File: config.mk
export PLATFORM = sky130hd
export DESIGN_NAME = apb_rr_master
export DESIGN_NICKNAME = d
export VERILOG_FILES = /design/src/rtl/apb_rr_master.sv
export SDC_FILE = /design/constraint.sdc
export NUM_CORES = 1
export LEC_CHECK = 0
export BUFFER_PORTS_ARGS = -buffer_cell sky130_fd_sc_hd__buf_4
export CAP_MARGIN = 20
export CORE_AREA = 4 4 172 174
export DETAILED_ROUTE_END_ITERATION = 6
export DIE_AREA = 0 0 176 178
export PLACE_DENSITY = 0.51
export SETUP_SLACK_MARGIN = 0.02
export SYNTH_ARGS = -nofsm -noshare
export SYNTH_HDL_FRONTEND = slang
export SYNTH_SLANG_ARGS = --single-unit
File: constraint.sdc
create_clock -name clk -period 2.5 [get_ports clk]
set_input_delay 0.375 -clock clk [delete_from_list [all_inputs] [get_ports clk]]
set_output_delay 0.375 -clock clk [all_outputs]
set_load 0.01 [all_outputs]
File: src/rtl/apb_rr_master.sv
// apb_rr_master: round-robin arbiter that lets NUM_REQ local requesters share
// one APB completer port, sequencing IDLE -> SETUP -> ACCESS for each transfer
// and returning read data plus an OK/ERR response (ERR = pslverr or timeout).
module apb_rr_master #(
  parameter int NUM_REQ  = 4,
  parameter int ADDR_W   = 32,
  parameter int DATA_W   = 32,
  parameter int PROTOCOL = 4,
  parameter int TIMEOUT  = 0
) (
  input  logic                        clk,
  input  logic                        rst,
  input  logic [NUM_REQ-1:0]          req_valid,
  output logic [NUM_REQ-1:0]          req_ready,
  input  logic [NUM_REQ*ADDR_W-1:0]   req_addr,
  input  logic [NUM_REQ-1:0]          req_write,
  input  logic [NUM_REQ*DATA_W-1:0]   req_wdata,
  input  logic [NUM_REQ*DATA_W/8-1:0] req_strb,
  input  logic [NUM_REQ*3-1:0]        req_prot,
  output logic [NUM_REQ-1:0]          rsp_valid,
  output logic [DATA_W-1:0]           rsp_rdata,
  output logic                        rsp_err,
  output logic [ADDR_W-1:0]           paddr,
  output logic                        psel,
  output logic                        penable,
  output logic                        pwrite,
  output logic [DATA_W-1:0]           pwdata,
  output logic [DATA_W/8-1:0]         pstrb,
  output logic [2:0]                  pprot,
  input  logic [DATA_W-1:0]           prdata,
  input  logic                        pready,
  input  logic                        pslverr
);

  localparam int STRB_W = DATA_W / 8;
  localparam int GW     = $clog2(NUM_REQ);
  localparam int CNT_W  = (TIMEOUT > 0) ? $clog2(TIMEOUT + 1) : 1;
  localparam logic [CNT_W-1:0] TMO = CNT_W'(TIMEOUT);

  typedef enum logic [1:0] {
    S_IDLE,
    S_SETUP,
    S_ACCESS
  } state_e;

  state_e              state_q, state_d;
  logic [GW-1:0]       last_grant_q, last_grant_d;
  logic [CNT_W-1:0]    wait_cnt_q, wait_cnt_d;
  logic [ADDR_W-1:0]   paddr_q, paddr_d;
  logic                psel_q, psel_d;
  logic                penable_q, penable_d;
  logic                pwrite_q, pwrite_d;
  logic [DATA_W-1:0]   pwdata_q, pwdata_d;
  logic [STRB_W-1:0]   pstrb_q, pstrb_d;
  logic [2:0]          pprot_q, pprot_d;
  logic [NUM_REQ-1:0]  rsp_valid_q, rsp_valid_d;
  logic [DATA_W-1:0]   rsp_rdata_q, rsp_rdata_d;
  logic                rsp_err_q, rsp_err_d;

  logic                gnt_found;
  logic [GW-1:0]       gnt_idx;
  logic [GW-1:0]       cand;

  // Round-robin pick: first valid requester searching upward from last_grant+1.
  always_comb begin
    gnt_found = 1'b0;
    gnt_idx   = '0;
    cand      = '0;
    for (int i = 1; i <= NUM_REQ; i++) begin
      cand = GW'((int'(last_grant_q) + i) % NUM_REQ);
      if (!gnt_found && req_valid[cand]) begin
        gnt_found = 1'b1;
        gnt_idx   = cand;
      end
    end
  end

  // Accept pulse is combinational so the requester sees it in the accept cycle
  // and can release req_valid on the following edge.
  always_comb begin
    req_ready = '0;
    if (!rst && state_q == S_IDLE && gnt_found) begin
      req_ready[gnt_idx] = 1'b1;
    end
  end

  // Next-state and next-output computation for the APB phase sequencer.
  always_comb begin
    state_d      = state_q;
    last_grant_d = last_grant_q;
    wait_cnt_d   = wait_cnt_q;
    paddr_d      = paddr_q;
    psel_d       = psel_q;
    penable_d    = penable_q;
    pwrite_d     = pwrite_q;
    pwdata_d     = pwdata_q;
    pstrb_d      = pstrb_q;
    pprot_d      = pprot_q;
    rsp_valid_d  = '0;
    rsp_rdata_d  = rsp_rdata_q;
    rsp_err_d    = rsp_err_q;
    case (state_q)
      S_IDLE: begin
        if (gnt_found) begin
          paddr_d  = req_addr[int'(gnt_idx)*ADDR_W +: ADDR_W];
          pwrite_d = req_write[gnt_idx];
          pwdata_d = req_wdata[int'(gnt_idx)*DATA_W +: DATA_W];
          // APB3 has no strobes/protection, and strobes are meaningless on reads.
          if (PROTOCOL == 3 || !req_write[gnt_idx]) begin
            pstrb_d = '0;
          end else begin
            pstrb_d = req_strb[int'(gnt_idx)*STRB_W +: STRB_W];
          end
          if (PROTOCOL == 3) begin
            pprot_d = '0;
          end else begin
            pprot_d = req_prot[int'(gnt_idx)*3 +: 3];
          end
          last_grant_d = gnt_idx;
          psel_d       = 1'b1;
          state_d      = S_SETUP;
        end
      end
      S_SETUP: begin
        penable_d  = 1'b1;
        wait_cnt_d = '0;
        state_d    = S_ACCESS;
      end
      S_ACCESS: begin
        if (pready) begin
          rsp_valid_d[last_grant_q] = 1'b1;
          rsp_rdata_d = pwrite_q ? '0 : prdata;
          rsp_err_d   = pslverr;
          psel_d      = 1'b0;
          penable_d   = 1'b0;
          state_d     = S_IDLE;
        end else if (TIMEOUT > 0 && wait_cnt_q == TMO) begin
          // Abort: report ERR with zero data; any later pready lands in IDLE and is ignored.
          rsp_valid_d[last_grant_q] = 1'b1;
          rsp_rdata_d = '0;
          rsp_err_d   = 1'b1;
          psel_d      = 1'b0;
          penable_d   = 1'b0;
          state_d     = S_IDLE;
        end else begin
          wait_cnt_d = wait_cnt_q + CNT_W'(1);
        end
      end
      default: begin
        psel_d    = 1'b0;
        penable_d = 1'b0;
        state_d   = S_IDLE;
      end
    endcase
  end

  // State and registered outputs; reset clears everything and points
  // last_grant at the top requester so requester 0 wins first.
  always_ff @(posedge clk) begin
    if (rst) begin
      state_q      <= S_IDLE;
      last_grant_q <= GW'(NUM_REQ - 1);
      wait_cnt_q   <= '0;
      paddr_q      <= '0;
      psel_q       <= 1'b0;
      penable_q    <= 1'b0;
      pwrite_q     <= 1'b0;
      pwdata_q     <= '0;
      pstrb_q      <= '0;
      pprot_q      <= '0;
      rsp_valid_q  <= '0;
      rsp_rdata_q  <= '0;
      rsp_err_q    <= 1'b0;
    end else begin
      state_q      <= state_d;
      last_grant_q <= last_grant_d;
      wait_cnt_q   <= wait_cnt_d;
      paddr_q      <= paddr_d;
      psel_q       <= psel_d;
      penable_q    <= penable_d;
      pwrite_q     <= pwrite_d;
      pwdata_q     <= pwdata_d;
      pstrb_q      <= pstrb_d;
      pprot_q      <= pprot_d;
      rsp_valid_q  <= rsp_valid_d;
      rsp_rdata_q  <= rsp_rdata_d;
      rsp_err_q    <= rsp_err_d;
    end
  end

  assign paddr     = paddr_q;
  assign psel      = psel_q;
  assign penable   = penable_q;
  assign pwrite    = pwrite_q;
  assign pwdata    = pwdata_q;
  assign pstrb     = pstrb_q;
  assign pprot     = pprot_q;
  assign rsp_valid = rsp_valid_q;
  assign rsp_rdata = rsp_rdata_q;
  assign rsp_err   = rsp_err_q;

endmodule

-- Yosys cells after proc, flatten, opt, wreduce, memory -nomap -nowiden
Cells that the tools add are included.
- flip-flop bits (word level): 115
- bits of input ports: 328
- output and inout port bits: 115
- add/subtract/negate cells: 4
- multipliers: 1
- order comparisons: 8
- eq/ne operators: 4
- shift-type cells: 4
- mux-type cells: 32
- bitwise operators: 4
- reductions and logical operators: 18
- operators by type and width (kind ; number):
    variable part select 128 x 8 -> 32 bit ; 2
    2-to-1 mux 32 bit ; 1
    < comparator 2 x 3 -> 1 bit, second input constant ; 6
    variable part select 16 x 5 -> 4 bit ; 1
    2-to-1 mux 1 bit ; 13
    2-to-1 mux 2 bit ; 6
    variable part select 12 x 5 -> 3 bit ; 1
    binary-select mux 1 bit (select 2 bit) ; 5
    2-to-1 mux 4 bit ; 2
    AND reduction 2 bit ; 4
    logical AND 1 bit ; 7
    case mux 1 bit (3 select lines) ; 2
    case mux 2 bit (3 select lines) ; 1
    adder 2 x 1 -> 2 bit, second input constant ; 2
    adder 2 bit, second input constant ; 2
    demux 1 bit (select 2 bit) ; 2
    >= comparator 2 x 1 -> 1 bit, second input constant ; 2
    zero test 1 bit ; 4
    multiplier 2 x 2 -> 4 bit, second input constant ; 1
    inequality test 2 bit, second input constant ; 2
    inverter 1 bit ; 4
    AND reduction 3 bit ; 1
    OR reduction 3 bit ; 1
    equality test 2 x 1 -> 1 bit, second input constant ; 1
    other kinds (2) ; 2

-- Logic depth before layout (Yosys ltp)
- depth in word-level cells: 18
- mapped depth: 12
- gate-level depth less buffers: 8

-- Worst setup path after synthesis
Ideal clock, no wire load.
- kind: flip-flop to flip-flop
- from: register last_grant_q[0]
- to: register paddr_q[31], in the netlist paddr[31]
- arrival time: 2518 ps
- data required time: 2383 ps
- setup slack: -135 ps
- stages on the path, launching flop included: 12
- buffers on the path: 3
- cell sequence: dfxtp_1 inv_1 ha_1 mux2_2 o32ai_2 or2_1 buf_2 buf_6 buf_6 mux2i_1 nand2_1 a32o_1
- cells in the longest elaborated chain, start to end: 14
- elaborated cells between the ends (all ways): 28
- classes of those cells: add/sub (4); shift (1); mux (16); reduce/logical (7)
- RTL lines (item ; RTL line ; text):
    start, declared ; 47 ; logic [GW-1:0] last_grant_q, last_grant_d;
    start signal, assigned ; 162 ; last_grant_q <= GW'(NUM_REQ - 1);
    start signal, assigned ; 176 ; last_grant_q <= last_grant_d;
    adder 2 x 1 -> 2 bit ; 70 ; cand = GW'((int'(last_grant_q) + i) % NUM_REQ);
    binary-select mux 1 bit (select 2 bit) ; 71 ; if (!gnt_found && req_valid[cand]) begin
    2-to-1 mux 1 bit (not written as such) ; 71 ;
    2-to-1 mux 1 bit ; 71 ;
    zero test 1 bit ; 71 ;
    logical AND 1 bit ; 71 ;
    2-to-1 mux 1 bit ; 71 ;
    zero test 1 bit ; 71 ;
    logical AND 1 bit ; 71 ;
    2-to-1 mux 1 bit ; 71 ;
    zero test 1 bit ; 71 ;
    logical AND 1 bit ; 71 ;
    2-to-1 mux 2 bit / 2-to-1 mux 1 bit (equally long branches) ; 71 ;
    variable part select 128 x 8 -> 32 bit / AND reduction 2 bit (equally long branches) ; - ;
    end signal, assigned ; 178 ; paddr_q <= paddr_d;
    end, declared ; 49 ; logic [ADDR_W-1:0] paddr_q, paddr_d;
Several ways; a longest one is shown, not always the timed one. The select of a mux whose other input is x is not followed.
A chain may end at the register's enable or synchronous reset.

-- Worst setup path in the final report
- from: register last_grant_q[0]
- to: register paddr_q[13], in the netlist paddr[13]
Same word-level chain as after synthesis.

==> results.toml <==
[pwr]
leakagePower_uw = 0.00571
ir_drop_uv = 394
p_total_uw = 8610
powerDensity_nw_per_um2 = 758

[detailed_routing]
dr.pass1.iters = 4
wl_per_cell_um = 19.7
highest_layer = "met4"
drt_iter0_drc = 239
via_per_inst = 4.56
wl_met3_mm = 2.43
ant_nets = 0
post-route-drc-count = 0
wl_met2_mm = 14.8
drt-met1-wl_mm = 11.9
vias = 6850
wl_mm = 29.6

[yosys]
synth_ff_type = "dfxtp_1"
netlist_area_um2 = 6040
ys_ff_latch = 115
yosysWarnings = 0
yosysSeqAreaShare = 0.381
ys_async_sr_fraction = 0
synthDistinctLibCells = 32
synth_area_per_cell_um2 = 9.68
synth_nets = 956
synthCells = 624
synth_edf_count = 0

[timing]
tightest_slew_ns = 0.576
setup_violations = 57
rsz0062_at_grt = "yes"
fmaxAchievable_mhz = 382
min_period_ns = 2.62
slew_headroom = 0.616
layout_setup_ws_ns = -0.116
maxSlewViolCount = 0
hold_viol_final = 0
fin_skew_ns = 0.00870
fin_crit_sh = 1.05

[layout]
layout.nets = 1443
antenna_cells = 0
final_cells = 1502
area_growth_pct = 88.3
layout-drive-gt1-share = 0.523

[global_routing]
antenna_found_initial = 0
grt-ovfl-total = 0
grt_max_degree = 62
track_usage = 0.169
grt_pass1_vias = 6884
grt_pass1_wl_mm = 40.7

[floorplan]
fp.dieH_um = 178
start_util = 0.217
io_pins = 443
rows = 61
die_width_um = 176
coreArea_um2 = 27800
dieArea_um2 = 31300

[setup_path]
crit_path_max_fanout = 8
r2r_start = "last_grant_q[0]"
setup.worst_path.start_class = "flip-flop"
arrival_ns = 2.92
worstSetupPathType = "flip-flop to flip-flop"
worstPathRequired_ns = 2.81
cp-end-kind = "flip-flop"
crit_start = "last_grant_q[0]"

[status]
outcome = "finished, violations left"
violations = "setup timing"

[cts]
ctsRootBufferMaster = "clkbuf_16"
clock_sinks = 115
clk_pin_slew_worst_paths_ns = 0.06
worst_skew_pair.late_latency_ns = 0.42
cts_buffers = 17
cts_tree = "yes"
htree_num_levels = 4
cts_buffer_depth = 2

[placement]
dp_hpwl_mm = 22.4
gp_congestion = 0.879
portBuffers = 442
dp.cells = 1442
detailedPlace.worstSlack_ns = -0.116

[hold_path]
hp-class = "primary input to flip-flop"
hp-start = "prdata[1]"

[run]
cap_violations = 0
cells in the final DEF, fill, tap and decap left out, types with 6 or more instances in the layout:
| master | n |
|---|---|
| a22o_1 | 36 |
| a32o_1 | 67 |
| and2_1 | 7 |
| buf_12 | 18 |
| buf_4 | 480 |
| buf_6 | 18 |
| clkbuf_16 | 20 |
| dfxtp_1 | 113 |
| inv_6 | 8 |
| mux2i_1 | 132 |
| mux2i_2 | 7 |
| nand2_1 | 142 |
| nor2_1 | 6 |
cell usage after synthesis, types with 4 or more instances:
| library cell | count | area [µm²] |
|---|---|---|
| mux2i_1 | 143 | 1430 |
| nand2_1 | 142 | 533 |
| dfxtp_1 | 115 | 2300 |
| a32o_1 | 67 | 671 |
| a22o_1 | 36 | 315 |
| clkbuf_1 | 26 | 97.6 |
| buf_6 | 16 | 180 |
| buf_2 | 14 | 70.1 |
| nor2_1 | 8 | 30.0 |
| and2_1 | 7 | 43.8 |
| a21oi_1 | 5 | 25.0 |
| inv_1 | 5 | 18.8 |
| nor3_1 | 5 | 25.0 |
| a22oi_1 | 4 | 30.0 |
| ha_1 | 4 | 50.1 |
| o211ai_1 | 4 | 30.0 |
| o21ai_0 | 4 | 20.0 |
routing by layer:
layer,track usage,vias to the layer above
met3,0.0579,30
met1,0.201,3214
met4,0.0465,0
li1,-,3291
met2,0.293,315
met5,0,-
path summary, 6_finish.rpt:
| check | end | slack (ns) | cells past startpoint |
|---|---|---|---|
| max | paddr[13] | -0.12 | 12 |
| min | rsp_rdata[1] | 0.16 | 2 |
| max reg2reg | paddr[13] | -0.12 | 12 |
| min reg2reg | psel | 0.46 | 2 |
stage by stage:
stage	area (µm²)	hold WS, ns	setup TNS (ns)	util
global route	11400	0.146	-9.33	0.409
finish	11400	0.164	-2.44	0.409
floorplan	6130	0.481	0	-
global placement	10100	0.449	-0.186	0.365
detailed placement	10200	0.454	-0.434	0.366
CTS	11000	0.140	-5.37	0.397
logic make-up (layout without fill, tap and decap cells):
| group | Yosys count | after routing | synth area share |
|---|---|---|---|
| AND/OR/NAND/NOR | 168 | 168 | 0.111 |
| multiplexers | 145 | 145 | 0.241 |
| AO/OA/AOI/OAI | 130 | 130 | 0.197 |
| flip-flops | 115 | 115 | 0.381 |
| buffers and inverters | 62 | 562 | 0.0613 |
| adder cells (fa/ha/maj) | 4 | 4 | 0.00829 |
area by class of cell:
| cell class | instances | area, µm² |
|---|---|---|
| timing repair buffer | 524 | 4370 |
| inverter | 6 | 25.0 |
| tap | 378 | 473 |
| clock buffer | 17 | 425 |
| sequential | 115 | 2310 |
| clock inverter | 15 | 240 |
| fill | 2869 | 16400 |
| multi-input combinational | 447 | 3530 |
report_power, final:
| part | internal (µW) | total, µW | switching (µW) |
|---|---|---|---|
| clock | 1810 | 2890 | 1080 |
| sequential | 2100 | 2250 | 150 |
| combinational | 1920 | 3480 | 1560 |
| total | 5820 | 8610 | 2790 |
sequential cells by signal, indices dropped and copies added, names as in the netlist:
name and count:
pprot 3, rsp_rdata 32, psel 1, state_q 2, rsp_valid 4, pwrite 1
rsp_err 1, paddr 32, pwdata 32, last_grant_q 2, penable 1, pstrb 4
critical path: stages (launching register included):
cell and delay, ns:
dfxtp_4 0.36, inv_4 0.04, ha_4 0.26, mux2_4 0.31, o32ai_4 0.28, or2_4 0.20
buf_12 0.14, buf_6 0.10, buf_12 0.13, buf_12 0.13, mux2i_1 0.19, nand2_1 0.10
a32o_1 0.27
what timing repair did:
action / 4_1_cts / 5_1_grt
pin swaps: 9 / 27
resized for setup: 27 / 27
setup buffers: 6 / 18
hold buffers: 0 / 0
cloned: 2 / 4
hold endpoints to repair: 0 / 0
endpoints found under the setup margin: 50 / 76
Note: power is estimated with default switching activity, not from simulation.
